### src/rtl/spike_synapse.sv
// Pre-synaptic stage: turns upstream spike edges into a weighted, exponentially
// decaying current trace that feeds a neuron's 8-bit current input.
module spike_synapse #(
    parameter int unsigned DECAY_PERIOD   = 16,
    parameter int unsigned DECAY_SHIFT    = 3,
    parameter logic [7:0]  DEFAULT_WEIGHT = 8'd40
) (
    input  logic       clk,
    input  logic       reset_n,
    input  logic       spike_in,
    input  logic [7:0] weight_in,
    input  logic       weight_load,
    input  logic [7:0] bias,
    input  logic       count_clr,
    output logic [7:0] current,
    output logic       event_pulse,
    output logic [7:0] event_count,
    output logic       active,
    output logic [7:0] weight
);

    localparam int unsigned PW = $clog2(DECAY_PERIOD);
    localparam int unsigned SW = 10;

    logic [PW-1:0] prescaler;
    logic          spike_q;
    logic [7:0]    trace;

    logic          rise;
    logic          tick;
    logic [7:0]    shifted;
    logic [7:0]    dec;
    logic [7:0]    inc;
    logic [SW-1:0] sum;
    logic [7:0]    trace_next;
    logic [SW-1:0] cur_sum;
    logic [7:0]    current_next;

    assign rise    = spike_in & ~spike_q;
    assign tick    = (prescaler == PW'(DECAY_PERIOD - 1));
    assign shifted = trace >> DECAY_SHIFT;
    assign active  = (trace != 8'd0);

    // Decay first (at least 1 LSB so the tail reaches zero), then add weight.
    always_comb begin
        dec = 8'd0;
        if (tick) begin
            if (shifted != 8'd0)
                dec = shifted;
            else if (trace != 8'd0)
                dec = 8'd1;
        end
        inc          = rise ? weight : 8'd0;
        sum          = SW'(trace) - SW'(dec) + SW'(inc);
        trace_next   = (sum > SW'(255)) ? 8'd255 : sum[7:0];
        cur_sum      = SW'(trace_next) + SW'(bias);
        current_next = (cur_sum > SW'(255)) ? 8'd255 : cur_sum[7:0];
    end

    always_ff @(posedge clk) begin
        if (!reset_n) begin
            prescaler   <= '0;
            spike_q     <= 1'b0;
            trace       <= 8'd0;
            current     <= 8'd0;
            event_pulse <= 1'b0;
            event_count <= 8'd0;
            weight      <= DEFAULT_WEIGHT;
        end else begin
            prescaler   <= tick ? '0 : prescaler + PW'(1);
            spike_q     <= spike_in;
            trace       <= trace_next;
            current     <= current_next;
            event_pulse <= rise;
            if (count_clr)
                event_count <= 8'd0;
            else if (rise && event_count != 8'hFF)
                event_count <= event_count + 8'd1;
            if (weight_load)
                weight <= weight_in;
        end
    end

endmodule

### config.mk
export PLATFORM = sky130hd
export DESIGN_NAME = spike_synapse
export DESIGN_NICKNAME = d
export VERILOG_FILES = /design/src/rtl/spike_synapse.sv
export SDC_FILE = /design/constraint.sdc
export NUM_CORES = 1
export LEC_CHECK = 0
export CELL_PAD_IN_SITES_DETAIL_PLACEMENT = 1
export CELL_PAD_IN_SITES_GLOBAL_PLACEMENT = 2
export CORE_MARGIN = 2
export CORE_UTILIZATION = 34
export DETAILED_ROUTE_END_ITERATION = 6
export PLACE_DENSITY = 0.84
export SYNTH_ARGS = -nofsm -noshare
export SYNTH_HDL_FRONTEND = slang
export SYNTH_SLANG_ARGS = --single-unit
### constraint.sdc
create_clock -name clk -period 12.4 [get_ports clk]
set_input_delay 3.72 -clock clk [delete_from_list [all_inputs] [get_ports clk]]
set_output_delay 3.72 -clock clk [all_outputs]
set_load 0.02 [all_outputs]
== Word level (Yosys, flattened, before mapping) ==
Index checks and enable logic that the tools add are counted.

* Reductions and logical operators: 5
* Equality and inequality tests: 2
* Magnitude comparators: 2
* Multiplexer cells: 6
* $add $sub $neg: 5
* Bitwise operators: 3

{| class="wikitable"
|+ Operators by type and width
! kind !! number
|-
| 2-to-1 mux 8 bit || 4
|-
| nonzero test 8 bit || 2
|-
| adder 9 x 9 -> 10 bit || 1
|-
| greater-than comparator 10 x 8 -> 1 bit, second input constant || 1
|-
| adder 8 x 8 -> 9 bit || 1
|-
| greater-than comparator 9 x 8 -> 1 bit, second input constant || 1
|-
| subtractor 8 x 8 -> 9 bit || 1
|-
| adder 8 x 1 -> 8 bit, second input constant || 1
|-
| != test 8 bit, second input constant || 1
|-
| 2-to-1 mux 5 bit || 1
|-
| adder 4 x 1 -> 4 bit, second input constant || 1
|-
| equality test 4 bit, second input constant || 1
|-
| OR reduction 2 bit || 2
|-
| inverter 1 bit || 2
|-
| AND 1 bit || 1
|-
| logical AND 1 bit || 1
|-
| 2-to-1 mux 1 bit || 1
|}

* Logic and storage cells: 30
* Flip-flop bits (word level): 38

== Longest topological paths before layout ==
Gate-level depths: netlist (run 1).

* Depth in word-level cells: 11
* Gate-level depth with buffers: 25
* Mapped depth without buffers: 24

== Worst setup path before layout (run 1) ==
No wires, ideal clock.

* Path type: in2reg
* From: input port spike_in
* To: register current[2]
* Arrival time: 7.394 ns
* Path slack: 4.947 ns
* Stages on the path: 19
* Path through: nor2b_1 -> clkbuf_1 -> and2_1 -> ha_1 -> inv_1 -> fa_1 -> nand2b_2 -> a211oi_4 -> o221a_2 -> o21ai_2 -> o21ai_1 -> ha_1 -> inv_1 -> fa_1 -> nand3b_1 -> a21oi_1 -> a211oi_1 -> nor3_1 -> o21a_1

* Cells in the longest elaborated chain, start to end: 8

{| class="wikitable"
|+ RTL lines
! what !! line !! source
|-
| start, declared || 10 || <nowiki>input logic spike_in,</nowiki>
|-
| AND 1 bit * || 39 || <nowiki>assign rise = spike_in & ~spike_q;</nowiki>
|-
| 2-to-1 mux 8 bit * || 53 || <nowiki>inc = rise ? weight : 8'd0;</nowiki>
|-
| adder 9 x 9 -> 10 bit * || 54 || <nowiki>sum = SW'(trace) - SW'(dec) + SW'(inc);</nowiki>
|-
| greater-than comparator 10 x 8 -> 1 bit || 55 || <nowiki>trace_next = (sum > SW'(255)) ? 8'd255 : sum[7:0];</nowiki>
|-
| 2-to-1 mux 8 bit * || 55 ||
|-
| via trace_next[0] || 35 || <nowiki>logic [7:0] trace_next;</nowiki>
|-
| adder 8 x 8 -> 9 bit * || 56 || <nowiki>cur_sum = SW'(trace_next) + SW'(bias);</nowiki>
|-
| greater-than comparator 9 x 8 -> 1 bit || 57 || <nowiki>current_next = (cur_sum > SW'(255)) ? 8'd255 : cur_sum[7:0];</nowiki>
|-
| 2-to-1 mux 8 bit * || 57 ||
|-
| end signal, assigned || 73 || <nowiki>current <= current_next;</nowiki>
|-
| end, declared || 15 || <nowiki>output logic [7:0] current,</nowiki>
|}

Mark *: on every way through the listed nets, which the timed path passes. The rest lies on a longest branch.
A chain may end at the register's enable or synchronous reset.

== Worst setup path in the final report (run 1) ==
* From: input port spike_in
* To: register current[5]

Same word-level chain as after synthesis.

==> metrics.md, run 1 <==
| Metric | Value |
|---|---|
| Outcome | `finished clean` |
| Reg power frac | `0.197` |
| Grt ovf | `0` |
| CTS tree | `done` |
| Area delta synth->final | `27.1%` |
| Router iterations before antenna repair | `4` |
| Num CTS Buffers | `5` |
| Worst vdd ir | `0.000153 V` |
| Critical path class | `in -> reg` |
| Switch Pwr | `396 uW` |
| Via density | `5.14` |
| Busiest metal layer after global routing | `met2` |
| Post-CTS setup buffer count | `0` |
| Final Cycle Share | `0.670` |
| Synthesized cell area | `2560 sq um` |
| DRT Wirelength | `6570 um` |
| CP arrival | `8.55 ns` |
| Hold path depth | `1` |
| H-Tree Level Count | `2` |
| Worst Tran Pin Value | `0.673 ns` |
| Max-slew violations | `0` |
| Top-count cell post-synth | `dfxtp_1` |
| Unrepaired setup endpoints after global routing | `no` |
| Critical Path RT | `12.64 ns` |
| Worst rel slew slack | `0.548` |
| Die Y-Extent | `90.7 um` |
| Vias in the first global route | `2301` |
| Pwr Total | `874 uW` |
| GP Congestion | `0.811` |
| Final min period | `8.30 ns` |
| Hold Path End | `event_pulse$_SDFF_PN0_` |
| Syn Area/Cell | `8.94 sq um` |
| Syn Inst Count | `286` |
| Power per cell area | `269 nW/um^2` |
| Core ar. | `7250 sq um` |
| M1 GR Usage | `0.228` |
| Post-synth EDFFs | `0` |
| Die X | `90.7 um` |
| Worst slack, placed | `3.85 ns` |
| Net Sw Frac | `0.453` |
| Reg2reg end | `current[5]$_SDFF_PN0_` |
| Achievable Freq | `120 MHz` |
| CTS resizes | `0` |
| Clock-pin slew on the worst setup and hold paths | `0.08 ns` |
| Synth unique cells | `55` |
| Met2 Track Usage GR | `0.284` |
| Largest net degree at the start of global routing | `19` |
| NumNets Final | `382` |
| Reg-to-reg slack, setup | `6.49 ns` |
| Max-cap violations | `0` |
| Final setup fails | `0` |
| FP Rows | `31` |
| Dominant synthesized flop cell | `dfxtp_1` |
| Per-cell routed wire length | `15.2 um` |
| Clock Skew | `0.00937 ns` |
| Combinational power share | `0.652` |
| I/O pin count | `47` |
| Hold Crit Start | `spike_q$_SDFF_PN0_` |
| IO Port Bufs | `46` |
| R2r startpoint | `trace[5]$_SDFF_PN0_` |
| Sequential-to-total area share from yosys stat | `0.297` |
| Root Driver | `clkbuf_8` |
| Layout cells sized above 1 | `0.0781` |
| # clock sinks | `38` |
| Crit end category | `flop` |
| Most frequent cells after synthesis | `38 x dfxtp_1, 26 x ha_1, 25 x nor2_1` |
| Initial Utilization | `0.353` |
| Mapped Nets | `336` |
| Dpl hpwl | `5270 um` |
| Async SR Flop Fraction | `0` |
| Filler instances | `878` |
| Hold Path Class | `reg -> reg` |
| Clk buf depth | `2` |
| Post-place instance area | `3110 sq um` |
| Synth area leader | `dfxtp_1` |
| Register-to-Register Path Depth | `23` |
| DRT iter0 DRCs | `44` |
| Final instance area | `3250 sq um` |
| Antenna cells | `0` |
| First-pass GRT wire length | `11400 um` |
| Worst setup SP type | `input port` |
| Pleak | `0.00130 uW` |
| DRC Markers | `0` |
| GRT Util Overall | `0.169` |
| Final count of hold timing violations | `0` |
| Initial antenna violation count | `0` |
| Main area contributors after synthesis | `dfxtp_1 30%, ha_1 13%, xnor2_1 3.8%` |
| Synth Register Bits | `38` |
| Clk network pwr share | `0.150` |
| Post-CTS Hold Fix Bufs | `0` |
| Via count | `2220` |
| Clock latency on the worst-skew pair | `0.29 ns` |
| Int Power | `478 uW` |
| CP max FO | `11` |
| Fin worst setup slack | `4.10 ns` |
| DRT antenna net count | `0` |
| Die area | `8230 sq um` |
| Synth warnings | `0` |
| Setup TNS | `0 ns` |
| GR met3 Demand/Resource | `0.0259` |
| Post-synth top area share | `0.297` |
==> registers in the layout (all words and copies together), names as in the netlist <==
name,flops
event_count,8
trace,8
event_pulse,1
current,8
prescaler,4
weight,8
spike_q,1
==> through the flow <==
step / instances / hold WS (ns) / util
after global placement: 424 / 0.409 / 0.428
after detailed placement: 424 / 0.411 / 0.428
after CTS: 432 / 0.423 / 0.448
after global routing: 432 / 0.457 / 0.448
after floorplan: 286 / 0.392 / -
final: 432 / 0.424 / 0.448
==> metal layers <==
layer  part of all wire  routed length, um  vias up
li1                   -                  -     1112
met1               0.49               3200     1079
met2               0.48               3180       23
met3              0.018                116        6
met4              0.011                 70        0
met5                  0                  0        -
==> worst max-delay path, stage by stage <==
cell and delay, ns:
clkdlybuf4s50_1 0.47, nor2b_1 0.50, and2_1 0.23, ha_1 0.18, inv_1 0.06, fa_1 0.39, nand2b_2 0.22, a211oi_4 0.27
o221a_2 0.28, o21ai_2 0.15, o21ai_1 0.16, ha_1 0.21, inv_1 0.07, fa_1 0.39, nand3b_1 0.19, a21oi_1 0.17
a211oi_1 0.07, nor3_1 0.58, o21a_1 0.22
==> placed cells by master, fill, tap and decap left out, types with 4 or more instances in the layout <==
master / count
a211oi_1: 7
a21oi_1: 10
a31oi_1: 8
and2_1: 8
and3_1: 4
clkbuf_8: 6
clkdlybuf4s50_1: 46
dfxtp_1: 38
ha_1: 26
inv_1: 15
mux2i_1: 8
nand2_1: 19
nand3_1: 4
nor2_1: 25
nor2b_1: 6
nor3_1: 9
o21a_1: 9
o21ai_0: 12
o21ai_1: 7
o21ai_2: 4
xnor2_1: 11
xor2_1: 6
==> power by group through the flow <==
stage	combinational [uW]	sequential, uW	clock, uW
after global routing	645	176	142
after global placement	555	175	0
after floorplan	410	186	0
after CTS	574	173	135
final	570	173	132
after detailed placement	568	175	0
==> worst max path at each step <==
stage                                  endpoint  cells past startpoint  startpoint
after global placement    current[3]$_SDFF_PN0_                     19    spike_in
after detailed placement  current[5]$_SDFF_PN0_                     19    spike_in
after CTS                 current[5]$_SDFF_PN0_                     19    spike_in
after global routing      current[5]$_SDFF_PN0_                     19    spike_in
after floorplan           current[2]$_SDFF_PN0_                     19    spike_in
final                     current[5]$_SDFF_PN0_                     19    spike_in
==> cell type report <==
class | count | area [sq um] | area share
Multi-Input combinational cell | 225 | 1700 | 0.524
Sequential cell | 38 | 761 | 0.234
Timing Repair Buffer | 46 | 460 | 0.142
Tap cell | 99 | 124 | 0.0381
Clock buffer | 6 | 82.6 | 0.0254
Clock inverter | 2 | 60.1 | 0.0185
Inverter | 16 | 60.1 | 0.0185
==> cells by family after synthesis <==
family / count (synthesis) / share of synthesized area
AND/OR/NAND/NOR: 94 / 0.196
buffers and inverters: 23 / 0.0372
flip-flops: 38 / 0.297
AO/OA/AOI/OAI: 77 / 0.229
multiplexers: 8 / 0.0313
adder cells (fa/ha/maj): 29 / 0.151
XOR/XNOR: 17 / 0.0582
Power figures use the tool's default switching activity.
==> inputs of run 2 (changes only) <==
--- a/config.mk
+++ b/config.mk
@@ -8,9 +8,9 @@
 export CELL_PAD_IN_SITES_DETAIL_PLACEMENT = 1
 export CELL_PAD_IN_SITES_GLOBAL_PLACEMENT = 2
 export CORE_MARGIN = 2
-export CORE_UTILIZATION = 34
+export CORE_UTILIZATION = 29
 export DETAILED_ROUTE_END_ITERATION = 6
-export PLACE_DENSITY = 0.84
+export PLACE_DENSITY = 0.76
 export SYNTH_ARGS = -nofsm -noshare
 export SYNTH_HDL_FRONTEND = slang
 export SYNTH_SLANG_ARGS = --single-unit
==> constraint.sdc (replaced) <==
create_clock -name clk -period 7.2 [get_ports clk]
set_input_delay 2.16 -clock clk [delete_from_list [all_inputs] [get_ports clk]]
set_output_delay 2.16 -clock clk [all_outputs]
set_load 0.02 [all_outputs]
==> metrics.md, run 2 (synthesized netlist as in run 1, its figures left out) <==
| Metric | Value |
|---|---|
| Outcome | `finished clean` |
| Post-CTS Hold Fix Bufs | `0 (unchanged)` |
| Dpl hpwl | `5260 um (-0.25%)` |
| Per-cell routed wire length | `14.8 um (-2.4%)` |
| Fin worst setup slack | `0.761 ns (-3.33 ns)` |
| GRT Util Overall | `0.143 (-0.0261)` |
| Clock Skew | `0.0109 ns (+0.00155 ns)` |
| Switch Pwr | `682 uW (+72%)` |
| CTS tree | `done` |
| Post-CTS setup buffer count | `0 (unchanged)` |
| CP max FO | `11 (unchanged)` |
| Worst vdd ir | `0.000221 V (+44%)` |
| Via count | `2192 (-1.3%)` |
| Clk network pwr share | `0.151 (about the same)` |
| Die area | `9590 sq um (+16%)` |
| Clock latency on the worst-skew pair | `0.29 ns (about the same)` |
| Reg power frac | `0.197 (about the same)` |
| Achievable Freq | `155 MHz` |
| First-pass GRT wire length | `11300 um (-1.5%)` |
| Worst Tran Pin Value | `0.683 ns (+0.00964 ns)` |
| Filler instances | `1007 (+15%)` |
| Final count of hold timing violations | `0 (unchanged)` |
| Worst rel slew slack | `0.541 (-0.00648)` |
| Final setup fails | `0 (unchanged)` |
| Final min period | `6.44 ns` |
| FP Rows | `34 (+9.7%)` |
| Max-slew violations | `0 (unchanged)` |
| Vias in the first global route | `2247 (-2.3%)` |
| Core ar. | `8640 sq um (+19%)` |
| DRT iter0 DRCs | `39 (-11%)` |
| Root Driver | `clkbuf_8` |
| Layout cells sized above 1 | `0.0808 (+0.00276)` |
| Combinational power share | `0.652 (about the same)` |
| Antenna cells | `0 (unchanged)` |
| Critical Path RT | `7.45 ns (-5.19 ns)` |
| I/O pin count | `47 (unchanged)` |
| GP Congestion | `0.752 (-7.2%)` |
| Via density | `4.96 (-3.5%)` |
| CTS resizes | `0 (unchanged)` |
| Router iterations before antenna repair | `4 (unchanged)` |
| Int Power | `823 uW (+72%)` |
| Most common cell after layout, fill and taps aside | `clkdlybuf4s50_1` |
| Max-cap violations | `0 (unchanged)` |
| # clock sinks | `38 (unchanged)` |
| Critical path class | `in -> reg` |
| Clk buf depth | `2 (unchanged)` |
| Pleak | `0.00131 uW (+0.38%)` |
| Num CTS Buffers | `5 (unchanged)` |
| Final Cycle Share | `0.894` |
| Grt ovf | `0 (unchanged)` |
| Power per cell area | `460 nW/um^2 (+71%)` |
| Unrepaired setup endpoints after global routing | `no` |
| Setup TNS | `0 ns (unchanged)` |
| Post-place instance area | `3130 sq um (+0.60%)` |
| CP arrival | `6.68 ns (-1.87 ns)` |
| DRT Wirelength | `6560 um (-0.11%)` |
| Crit end category | `flop` |
| NumNets Final | `383 (+0.26%)` |
| Worst setup SP type | `input port` |
| DRC Markers | `0 (unchanged)` |
| Final instance area | `3270 sq um (+0.58%)` |
| Initial antenna violation count | `0 (unchanged)` |
| Clock-pin slew on the worst setup and hold paths | `0.08 ns (about the same)` |
| Most frequent cells in the layout | `46 x clkdlybuf4s50_1, 38 x dfxtp_1, 26 x ha_1, 25 x nor2_1, 19 x nand2_1` |
| Initial Utilization | `0.296 (-0.0565)` |
| IO Port Bufs | `46 (unchanged)` |
| Hold Path Class | `reg -> reg` |
| Area delta synth->final | `27.8%` |
| DRT antenna net count | `0 (unchanged)` |
| Die X | `97.9 um (+7.9%)` |
| Die Y-Extent | `97.9 um (+7.9%)` |
| Net Sw Frac | `0.453 (about the same)` |
| Worst slack, placed | `0.461 ns (-3.39 ns)` |
| Largest net degree at the start of global routing | `19 (unchanged)` |
| H-Tree Level Count | `2 (unchanged)` |
-- run 2: area by class of cell --
type                            instances  area [sq um]  share of cell area
Multi-Input combinational cell        225          1700               0.521
Sequential cell                        38           761               0.233
Timing Repair Buffer                   47           468               0.143
Tap cell                              108           135              0.0413
Clock buffer                            6          82.6              0.0253
Clock inverter                          2          60.1              0.0184
Inverter                               16          60.1              0.0184
-- run 2: per-stage QoR --
step	hold WS, ns	util	total power, uW	instances
3_5_place_dp	0.427	0.362	1280	434
2_1_floorplan	0.392	-	1030	286
4_1_cts	0.446	0.378	1520	442
6_report	0.431	0.378	1500	442
3_3_place_gp	0.416	0.362	1270	434
5_1_grt	0.463	0.378	1650	442
-- run 2: power by group through the flow --
stage | logic, uW | registers (uW) | clock network [uW]
after floorplan | 706 | 321 | 0
after global routing | 1110 | 305 | 242
final | 980 | 297 | 228
after detailed placement | 978 | 303 | 0
after global placement | 963 | 303 | 0
after CTS | 987 | 298 | 232
-- run 2: critical path, cell delays in order --
cell	delay [ns]
clkdlybuf4s50_1	0.46
nor2b_1	0.13
buf_4	0.17
and2_1	0.15
ha_1	0.19
inv_1	0.06
fa_1	0.39
nand2b_2	0.23
a211oi_4	0.25
o221a_2	0.27
o21ai_2	0.14
o21ai_1	0.16
ha_1	0.21
inv_1	0.06
fa_1	0.39
nand3b_1	0.20
a21oi_1	0.18
a211oi_1	0.07
nor3_1	0.59
o21a_1	0.22
-- run 2: final timing paths --
check,startpoint,end,slack [ns],depth (start not counted)
max,spike_in,current[2]$_SDFF_PN0_,0.76,20
min,spike_q$_SDFF_PN0_,event_pulse$_SDFF_PN0_,0.43,1
max reg2reg,trace[5]$_SDFF_PN0_,current[2]$_SDFF_PN0_,1.41,23
min reg2reg,spike_q$_SDFF_PN0_,event_pulse$_SDFF_PN0_,0.43,1
-- run 2: per-layer routing --
metal	global-route usage	up-vias	wire length [um]
met3	0.0243	5	153
met5	0	-	0
li1	-	1112	-
met1	0.194	1053	3160
met4	0.0288	0	58
met2	0.240	22	3190
